$ cat src/rtl/pulse_tracer_multi.sv
// ----------------------------------------------------------------------------
// pulse_tracer_multi
//
// Multi-channel edge tracer for asynchronous, noisy inputs. Each channel runs
// through its own synchroniser chain, then a stability debounce filter. When
// the filtered level changes, an edge-mode selector decides whether that
// change raises a one-cycle event pulse and sets a sticky event flag.
//
// Optional feature (compile-time macro): PULSE_TRACER_STRETCH_EN
//   When defined, pulse_out[i] stays high for STRETCH_CYCLES cycles after a
//   qualifying event. A new qualifying event reloads the full width. When the
//   macro is undefined, pulse_out is exactly one cycle wide.
//
// Parameters:
//   NUM_CH          number of independent channels (>=1)
//   SYNC_STAGES     flops per synchroniser chain (>=2)
//   DEBOUNCE_CYCLES consecutive disagreeing samples before level_out moves (>=1)
//   STRETCH_CYCLES  stretched pulse width, used only with the macro (>=1)
//
// Ports:
//   clk        in   system clock, rising edge
//   rst_n      in   asynchronous active-low reset
//   noisy_in   in   [NUM_CH]   raw asynchronous inputs, bit i = channel i
//   edge_mode  in   [2*NUM_CH] per channel: 00 off, 01 rise, 10 fall, 11 both
//   evt_clr    in   [NUM_CH]   synchronous clear of evt_flag[i]
//   pulse_out  out  [NUM_CH]   registered event pulse
//   level_out  out  [NUM_CH]   debounced level
//   evt_flag   out  [NUM_CH]   sticky event flag (set beats clear)
// ----------------------------------------------------------------------------
module pulse_tracer_multi #(
    parameter int NUM_CH          = 4,
    parameter int SYNC_STAGES     = 2,
    parameter int DEBOUNCE_CYCLES = 4,
    parameter int STRETCH_CYCLES  = 3
) (
    input  logic                  clk,
    input  logic                  rst_n,
    input  logic [NUM_CH-1:0]     noisy_in,
    input  logic [2*NUM_CH-1:0]   edge_mode,
    input  logic [NUM_CH-1:0]     evt_clr,
    output logic [NUM_CH-1:0]     pulse_out,
    output logic [NUM_CH-1:0]     level_out,
    output logic [NUM_CH-1:0]     evt_flag
);

    localparam int               CNT_W    = $clog2(DEBOUNCE_CYCLES) + 1;
    localparam logic [CNT_W-1:0] CNT_LAST = CNT_W'(DEBOUNCE_CYCLES - 1);

    // Elaboration-time guard against illegal parameter sets.
    if (NUM_CH < 1 || SYNC_STAGES < 2 || DEBOUNCE_CYCLES < 1 || STRETCH_CYCLES < 1) begin : g_param_check
        $error("pulse_tracer_multi: illegal parameter value");
    end

    genvar gi;
    generate
        for (gi = 0; gi < NUM_CH; gi++) begin : g_ch
            logic [SYNC_STAGES-1:0] r_sync;
            logic [CNT_W-1:0]       r_cnt;
            logic                   r_level;
            logic                   r_flag;
            logic                   w_sync;
            logic                   w_update;
            logic                   w_qual;
            logic [1:0]             w_mode;

            assign w_sync   = r_sync[SYNC_STAGES-1];
            assign w_mode   = edge_mode[2*gi +: 2];
            // The level flips on the DEBOUNCE_CYCLES-th consecutive disagreeing sample.
            assign w_update = (w_sync != r_level) && (r_cnt == CNT_LAST);
            // New level 1 means a rising event (mode bit 0), 0 means falling (mode bit 1).
            assign w_qual   = w_update && (w_sync ? w_mode[0] : w_mode[1]);

            // Bit 0 is the first stage; the top bit feeds the filter.
            always_ff @(posedge clk or negedge rst_n) begin
                if (!rst_n) begin
                    r_sync <= '0;
                end else begin
                    r_sync <= {r_sync[SYNC_STAGES-2:0], noisy_in[gi]};
                end
            end

            // Any agreeing sample restarts the count, so short glitches vanish.
            always_ff @(posedge clk or negedge rst_n) begin
                if (!rst_n) begin
                    r_cnt   <= '0;
                    r_level <= 1'b0;
                end else if (w_sync == r_level) begin
                    r_cnt   <= '0;
                end else if (w_update) begin
                    r_level <= w_sync;
                    r_cnt   <= '0;
                end else begin
                    r_cnt   <= r_cnt + CNT_W'(1);
                end
            end

            // A set at the same edge as a clear must win.
            always_ff @(posedge clk or negedge rst_n) begin
                if (!rst_n) begin
                    r_flag <= 1'b0;
                end else if (w_qual) begin
                    r_flag <= 1'b1;
                end else if (evt_clr[gi]) begin
                    r_flag <= 1'b0;
                end
            end

`ifdef PULSE_TRACER_STRETCH_EN
            localparam int STR_W = $clog2(STRETCH_CYCLES + 1);
            logic [STR_W-1:0] r_stretch;

            // Down-counter; a fresh event reloads the full width.
            always_ff @(posedge clk or negedge rst_n) begin
                if (!rst_n) begin
                    r_stretch <= '0;
                end else if (w_qual) begin
                    r_stretch <= STR_W'(STRETCH_CYCLES);
                end else if (r_stretch != '0) begin
                    r_stretch <= r_stretch - STR_W'(1);
                end
            end

            assign pulse_out[gi] = (r_stretch != '0);
`else
            logic r_pulse;

            always_ff @(posedge clk or negedge rst_n) begin
                if (!rst_n) begin
                    r_pulse <= 1'b0;
                end else begin
                    r_pulse <= w_qual;
                end
            end

            assign pulse_out[gi] = r_pulse;
`endif

            assign level_out[gi] = r_level;
            assign evt_flag[gi]  = r_flag;
        end
    endgenerate

endmodule

$ cat config.mk
export PLATFORM = sky130hd
export DESIGN_NAME = pulse_tracer_multi
export DESIGN_NICKNAME = d
export VERILOG_FILES = /design/src/rtl/pulse_tracer_multi.sv
export SDC_FILE = /design/constraint.sdc
export NUM_CORES = 1
export LEC_CHECK = 0
export ABC_AREA = 1
export CORE_ASPECT_RATIO = 0.9
export CORE_UTILIZATION = 52
export CTS_CLUSTER_SIZE = 30
export DETAILED_ROUTE_END_ITERATION = 10
export PLACE_DENSITY = 0.82
export SYNTH_ARGS = -nofsm -noshare
export SYNTH_HDL_FRONTEND = slang
export SYNTH_SLANG_ARGS = --single-unit
$ cat constraint.sdc
create_clock -name clk -period 1.8 [get_ports clk]
set_input_delay 0.36 -clock clk [delete_from_list [all_inputs] [get_ports clk]]
set_output_delay 0.36 -clock clk [all_outputs]
set_load 0.02 [all_outputs]
==> impl_summary.md, run 1 <==
Synth
The synthesized design contains 32 register bits. The synthesized instance count is roughly 140. The warning count from the yosys run is 0.

After synthesis, the mean cell area works out to 9.28 um^2. The portion of the post-synthesis area used by sequential elements is 59.9%. After synthesis, the netlist uses 9 different library cells. The net count after synthesis is 166. The mapped cell area is 1340 um^2.

Power
Dividing total power by cell area gives a power density of 1160 nW/um^2. The peak supply drop is 0.754 mV. The static leakage is 0.900 nW.

Placement
Timing analysis after detailed placement gives a worst setup slack of 0.416 ns. The total half-perimeter wirelength after legalization and detailed placement is 1390 um. The routability congestion estimate from global placement is 0.758. The number of port buffers is 29.

STA
The final worst-path cycle share is 96.3%. Setup violations remaining at the end of the flow were counted as 0. The number of failing hold endpoints at the final stage is 0. At the pin with the least slew margin, the transition time is 0.395 ns. The maximum operating frequency is 577 MHz. The final critical path time including I/O delays and setup is 1.73 ns. Across all setup checks in the final design, the least slack found is 0.0658 ns. Summed over all failing endpoints, the final setup total negative slack is 0 ns.

The total count of max-transition violations in the final report was 0. Across the routed clock network, the largest skew measured is ~0.0058 ns. Setup repair after global routing left no endpoint under its margin. Measured against its own limit, the worst slew margin works out to 73.7%.

Routing
The wire length per cell is 9.49 um. The detail route stage leaves a number of antenna-violating nets equal to 0. The via count normalized by instance count is 4.49. The first-pass detailed-route iteration total is 4. The final wirelength is 1850 um. The number of DRC markers after the initial detailed-route iteration is 27. For this run, design rule violations remaining after detail routing come to 0.

The number of vias after detailed routing is between 800 and 900.

Final layout
The commonest non-fill, non-tap cell in the layout is sky130_fd_sc_hd__nand2_1. In the layout the commonest cells are sky130_fd_sc_hd__nand2_1 (38), sky130_fd_sc_hd__dfrtp_1 (32), sky130_fd_sc_hd__clkdlybuf4s50_1 (27), sky130_fd_sc_hd__inv_1 (26), sky130_fd_sc_hd__nor2_1 (20). The layout has 193 filler cells. The layout overhead on the synthesized area is 21.3%.

The fraction of final layout cells with drive strength greater than 1 is 3.59%. After the last flow step, the layout net total stands at around 190. The diode insertion count for antenna repair is 0.

Die
For this design the top-level I/O count stands at 30. The floorplan step set the die width to between 50 and 60 um. The die height is 50.1 um.

In this run the standard cell core region covers between 2000 and 2500 um^2. The effective utilization at floorplan is a little over half. The floorplan die area is roughly 2800 um^2.

The number of rows in the core area is 17.

Critical path
The critical path in this run is classified as reg2out. The critical path data arrival time is 1.37 ns. On the worst path, the slowest cell contributes a delay of 0.63 ns. The kind of end point of the critical path is an output port. The worst endpoint required time is 1.44 ns. The critical path goes through clkdlybuf4s50_1.

The kind of cell with the highest combined delay along the critical path is buffers and inverters. Together, buffers and inverters on the worst path number 1. The biggest fanout along the worst timing path is 5. The startpoint kind of the worst setup timing path is a flop.

The slowest stage of the critical path belongs to the cell sky130_fd_sc_hd__clkdlybuf4s50_1.

CTS
No sink is reached through more buffers than the 2 on the longest clock path. The clock tree from TritonCTS is done. The clock drives 32 sinks. For this design, the CTS-stage hold fixing added 0 buffers. The H-tree depth is 2.

Counting the buffers created by CTS gives 5. The clock latency on the worst-skew pair is 0.31 ns. The root buffer cell chosen for the clock tree is sky130_fd_sc_hd__clkbuf_4. After clock tree synthesis, the clock-pin slew on the worst setup and hold paths is roughly 0.08 ns.

Global routing
The overall track demand over capacity in global routing is 16.6%. Entering global routing, the biggest net connects 33 pins. The number of antenna violations at the first check in global routing is 0. The total overflow reported by the global router is 0. The via count of the first global-routing pass is 858. The first global-routing pass estimated 3370 um of wire.

Run
The tool flagged a number of max-cap violations equal to 0.

Status
The flow ran to the end, and the final reports show no timing, DRC or antenna violations.

Min path
The type of the tightest min-delay check is reg2reg.
per-stage QoR:
| stage | area, um^2 | util (%) | total power [mW] | hold WS, ns | instances |
|---|---|---|---|---|---|
| 2_1_floorplan | 1340 | - | 1.42 | 0.0644 | 144 |
| 3_3_place_gp | 1580 | 64.6 | 1.54 | 0.332 | 190 |
| 3_5_place_dp | 1580 | 64.6 | 1.58 | 0.338 | 190 |
| 4_1_cts | 1620 | 66.1 | 1.92 | 0.356 | 195 |
| 5_1_grt | 1620 | 66.3 | 2.04 | 0.375 | 195 |
| 6_report | 1620 | 66.3 | 1.88 | 0.354 | 195 |
area by class of cell:
type | instances | area [um^2] | share of cell area [%]
Tap cell | 28 | 35.0 | 2.16
Timing Repair Buffer | 30 | 303 | 18.7
Multi-Input combinational cell | 74 | 348 | 21.5
Sequential cell | 32 | 801 | 49.4
Inverter | 26 | 97.6 | 6.02
Clock buffer | 5 | 37.5 | 2.31
layer usage:
layer / vias up / GRT usage [%] / part of all wire (%) / wire, um
li1: 454 / - / - / -
met1: 393 / 18.7 / 44 / 822
met2: 23 / 26.9 / 49 / 899
met3: 5 / 5.51 / 5.0 / 93
met4: 0 / 11.3 / 1.9 / 36
met5: - / 0 / 0 / 0
final timing paths:
kind                              startpoint                 to  slack (ns)  cells after the start
max                          g_ch[1].r_level       level_out[1]        0.07                      1
max reg2reg                 g_ch[0].r_cnt[0]     g_ch[0].r_flag        0.77                      5
min                        g_ch[2].r_sync[0]  g_ch[2].r_sync[1]        0.35                      0
min in group asynchronous              rst_n   g_ch[3].r_cnt[2]        0.43                      2
max in group asynchronous              rst_n  g_ch[2].r_sync[1]        1.08                      2
min reg2reg                g_ch[2].r_sync[0]  g_ch[2].r_sync[1]        0.35                      0
synth_stat cells (all sizes together):
library cell / n / area share, %
dfrtp: 32 / 60
nor2: 20 / 5.6
xnor2: 4 / 2.6
nand2: 38 / 11
inv: 26 / 7.3
or2: 4 / 1.9
buf: 12 / 6.7
o21ai: 4 / 1.5
ha: 4 / 3.7
where the power goes:
part | total [mW] | switching (mW) | internal, mW
registers | 0.959 | 0.0993 | 0.860
clock network | 0.326 | 0.196 | 0.130
logic | 0.598 | 0.316 | 0.282
repair_timing:
action	CTS	global route
setup endpoints to repair	0	2
gates resized for setup	0	2
setup buffers	0	0
endpoints found under the hold margin	0	0
cell families (layout without fill, tap and decap cells):
group                    after synthesis  after routing  share of synthesized area (%)
flip-flops                            32             32                           59.9
buffers and inverters                 38             61                           14.0
AND/OR/NAND/NOR                       62             62                           18.2
AO/OA/AOI/OAI                          4              4                           1.50
adder cells (fa/ha/maj)                4              4                           3.75
XOR/XNOR                               4              4                           2.62
flip-flops by register name, indices dropped and copies added, names as in the netlist:
register and flops:
g_ch.r_sync 8, g_ch.r_level 4, g_ch.r_flag 4, g_ch.r_pulse 4, g_ch.r_cnt 12
Power figures use the tool's default switching activity.
==> run 2: changes to the inputs <==
CORE_UTILIZATION = 44   (was 52)
PLACE_DENSITY = 0.71   (was 0.82)
==> run 2 against run 1 <==
Against the previous run: clock skew about the same; critical path depth unchanged; first-iteration DRC count down 15%; die area up 17%; cell count up 7.7%; via count up 1.5%; global-route usage down 1.2 points; largest cell class unchanged; largest power group unchanged.
==> impl_summary.md, run 2 (synthesized netlist as in run 1, its figures left out) <==
Status
Result of the run: finished, final reports clean (unchanged).

Placement
The number of placed instances, taps included came to 202 (was 190). The number of port buffers is 29 (unchanged). The total half-perimeter wirelength after legalization and detailed placement is 1580 um (was 1390 um).

The routability congestion estimate from global placement was 0.695 (was 0.758). The placement-stage worst setup slack is 0.419 ns (was 0.416 ns).

Final layout
Commonest non-fill, non-tap cells in the layout: sky130_fd_sc_hd__nand2_1 (38), sky130_fd_sc_hd__dfrtp_1 (32), sky130_fd_sc_hd__inv_1 (26), sky130_fd_sc_hd__clkdlybuf4s50_1 (26), sky130_fd_sc_hd__nor2_1 (20) (was sky130_fd_sc_hd__nand2_1 (38), sky130_fd_sc_hd__dfrtp_1 (32), sky130_fd_sc_hd__clkdlybuf4s50_1 (27), sky130_fd_sc_hd__inv_1 (26), sky130_fd_sc_hd__nor2_1 (20)). The flip-flop count of the largest register, all copies and words added is 12 (unchanged). The layout overhead on the synthesized area is 24.3% (was 21.3%).

Largest registers in the final layout: g_ch.r_cnt: 12 flops, g_ch.r_sync: 8 flops (unchanged). The diode insertion count for antenna repair is 0 (unchanged). The final standard cell utilization of the core is 59.0% (was 66.3%).

The fraction of final layout cells with drive strength greater than 1 came to 4.12% (was 3.59%). The largest register by flop count was g_ch.r_cnt (unchanged). The net total in the final layout is 191 (unchanged). The filler-free cell count of the finished design came to 210 (was 195). The commonest non-fill, non-tap cell in the layout was sky130_fd_sc_hd__nand2_1 (unchanged).

Power
The static leakage came to 0.923 nW (was 0.900 nW). The power consumption is 1.97 mW (was 1.88 mW). The peak supply drop is 0.649 mV (was 0.754 mV). The cell area power density is 1190 nW/um^2 (was 1160 nW/um^2).

STA
The maximum operating frequency is 581 MHz (was 577 MHz). RSZ-0062 raised after global routing: false (unchanged). The final worst-path cycle share was 95.6% (was 96.3%). The worst max-slew margin expressed relative to the limit was 74.3% (was 73.7%). The minimum setup slack in the final design is 0.0799 ns (was 0.0658 ns). The number of failing hold endpoints at the final stage came to 0 (unchanged). The final critical path time including I/O delays and setup is 1.72 ns (was 1.73 ns). The post-route setup TNS is 0 ns (unchanged). The worst setup skew after layout is 0.00562 ns (was 0.00580 ns). The final count of negative-setup-slack endpoints is 0 (unchanged). The transition time at the pin with the least slew margin is 0.386 ns (was 0.395 ns). The total count of max-transition violations in the final report is 0 (unchanged).

Die
The floorplan core area came to 2820 um^2 (was 2450 um^2). The floorplan die area is 3260 um^2 (was 2780 um^2). The effective utilization at floorplan is 47.5% (was 54.6%). The number of rows in the core area is 18 (was 17). The I/O pin total is 30 (unchanged). The die span in x is 60.1 um (was 55.4 um).

The die height is 54.3 um (was 50.1 um).

Routing
The via count normalized by instance count came to 4.23 (was 4.49). The wire length per cell was 9.56 um (was 9.49 um). The first-pass detailed-route iteration total is 3 (was 4). The number of vias after detailed routing is 888 (was 875).

The number of DRC markers after the initial detailed-route iteration came to 23 (was 27). The count of unresolved DRC violations after routing is 0 (unchanged). The residual antenna-violating net count after detailed routing is 0 (unchanged). The final wirelength is 2010 um (was 1850 um).

Critical path
The buffering stage count on the worst path with inverters included is 1 (unchanged). The kind of critical path is reg2out (unchanged). The maximum cell stage delay along the critical path was 0.63 ns (about the same). The library cell contributing the largest single delay on the critical path is sky130_fd_sc_hd__clkdlybuf4s50_1 (unchanged). The startpoint kind of the worst setup timing path is a flop (unchanged). The worst reg-to-reg path cell count came to 5 (unchanged). The family of cells with the greatest summed delay on the critical path is buffers and inverters (unchanged). The launch point of the worst reg-to-reg path is g_ch[3].r_cnt[0] (was g_ch[0].r_cnt[0]). The biggest fanout along the worst timing path was 5 (unchanged). The kind of end point of the critical path is an output port (unchanged).

The setup slack of the worst register-to-register path was 0.77 ns (about the same). The critical path data arrival time is 1.36 ns (was 1.37 ns). The worst endpoint required time came to 1.44 ns (about the same). CP cell instances: clkdlybuf4s50_1 (unchanged).

The reg-to-reg critical path endpoint is g_ch[3].r_flag (was g_ch[0].r_flag).

Global routing
The number of antenna violations at the first check in global routing is 0 (unchanged). The overall track demand over capacity in global routing is 15.4% (was 16.6%). The via count of the first global-routing pass is 906 (was 858). The wire length of the first global-routing pass is 3400 um (was 3370 um). The total overflow reported by the global router is 0 (unchanged).

The largest net degree at the start of global routing was 33 (unchanged).

CTS
The clock tree root driver cell was sky130_fd_sc_hd__clkbuf_4 (unchanged). The clock tree from TritonCTS is done (unchanged). The number of buffers added to fix hold violations after cts is 0 (unchanged). The clock latency on the worst-skew pair is 0.32 ns (was 0.31 ns). The H-tree depth is 2 (unchanged). The clock sink total is 32 (unchanged). The clock transition at the registers of the reported paths was 0.08 ns (about the same). The total clock buffers created by CTS is 5 (unchanged). The maximum root-to-sink buffer count is 2 (unchanged).

Run
The total of max-cap violations is 0 (unchanged).

Min path
The start point of the worst min-delay path is g_ch[0].r_sync[0] (was g_ch[2].r_sync[0]). The type of the tightest min-delay check is reg2reg (unchanged). The sink of the worst hold path is g_ch[0].r_sync[1] (was g_ch[2].r_sync[1]).

The cell depth of the worst hold path is 0 (unchanged).
run 2: changes by cell type in the layout (fill, tap and decap cells not counted), sizes merged:
cell,before,now
clkbuf,5,8
clkdlybuf4s50,27,26
dlymetal6s2s,2,3
run 2: worst max-delay path by stage:
stage | from | endpoint | slack (ns) | cells after the start
final | g_ch[3].r_level | level_out[3] | 0.08 | 1
after global routing | g_ch[3].r_level | level_out[3] | 0.01 | 1
after CTS | g_ch[2].r_level | level_out[2] | 0.05 | 1
after detailed placement | g_ch[2].r_level | level_out[2] | 0.42 | 1
after global placement | g_ch[3].r_level | level_out[3] | 0.43 | 1
after floorplan | g_ch[0].r_cnt[0] | g_ch[0].r_flag | 0.87 | 5
run 2: worst register-to-register path: cells and delay by family (launching register included):
family	cells	cell delay [ns]
flops	1	0.39
fa+ha+maj	1	0.21
simple gates	4	0.34
run 2: report_power, final:
part	leakage (nW)	internal (mW)	total (mW)	switching [mW]
clock	0.0326	0.193	0.406	0.213
sequential	0.413	0.860	0.959	0.0990
combinational	0.477	0.280	0.603	0.323
run 2: cell type report:
type	count	area, um^2
flip-flops and latches	32	801
repair buffers	30	305
fillers	265	1150
multi-input cells	74	348
clock buffers	8	58.8
well taps	40	50.0
inverters	26	97.6
run 2: per-layer routing:
metal	up-vias	wire [um]	track usage, %	share of wire [%]
met5	-	0	0	0
li1	454	-	-	-
met2	18	1080	29.1	54
met4	0	34	10.5	1.7
met3	4	90	5.20	4.5
met1	412	801	14.1	40
run 2: through the flow:
step                hold slack, ns  cell area (um^2)
floorplan                   0.0644              1340
CTS                          0.365              1650
detailed placement           0.345              1590
global route                 0.370              1660
global placement             0.334              1590
finish                       0.360              1660
run 2: what timing repair did:
item,4_1_cts,5_1_grt
buffers inserted,0,0
resized for setup,0,3
endpoints found under the setup margin,0,3
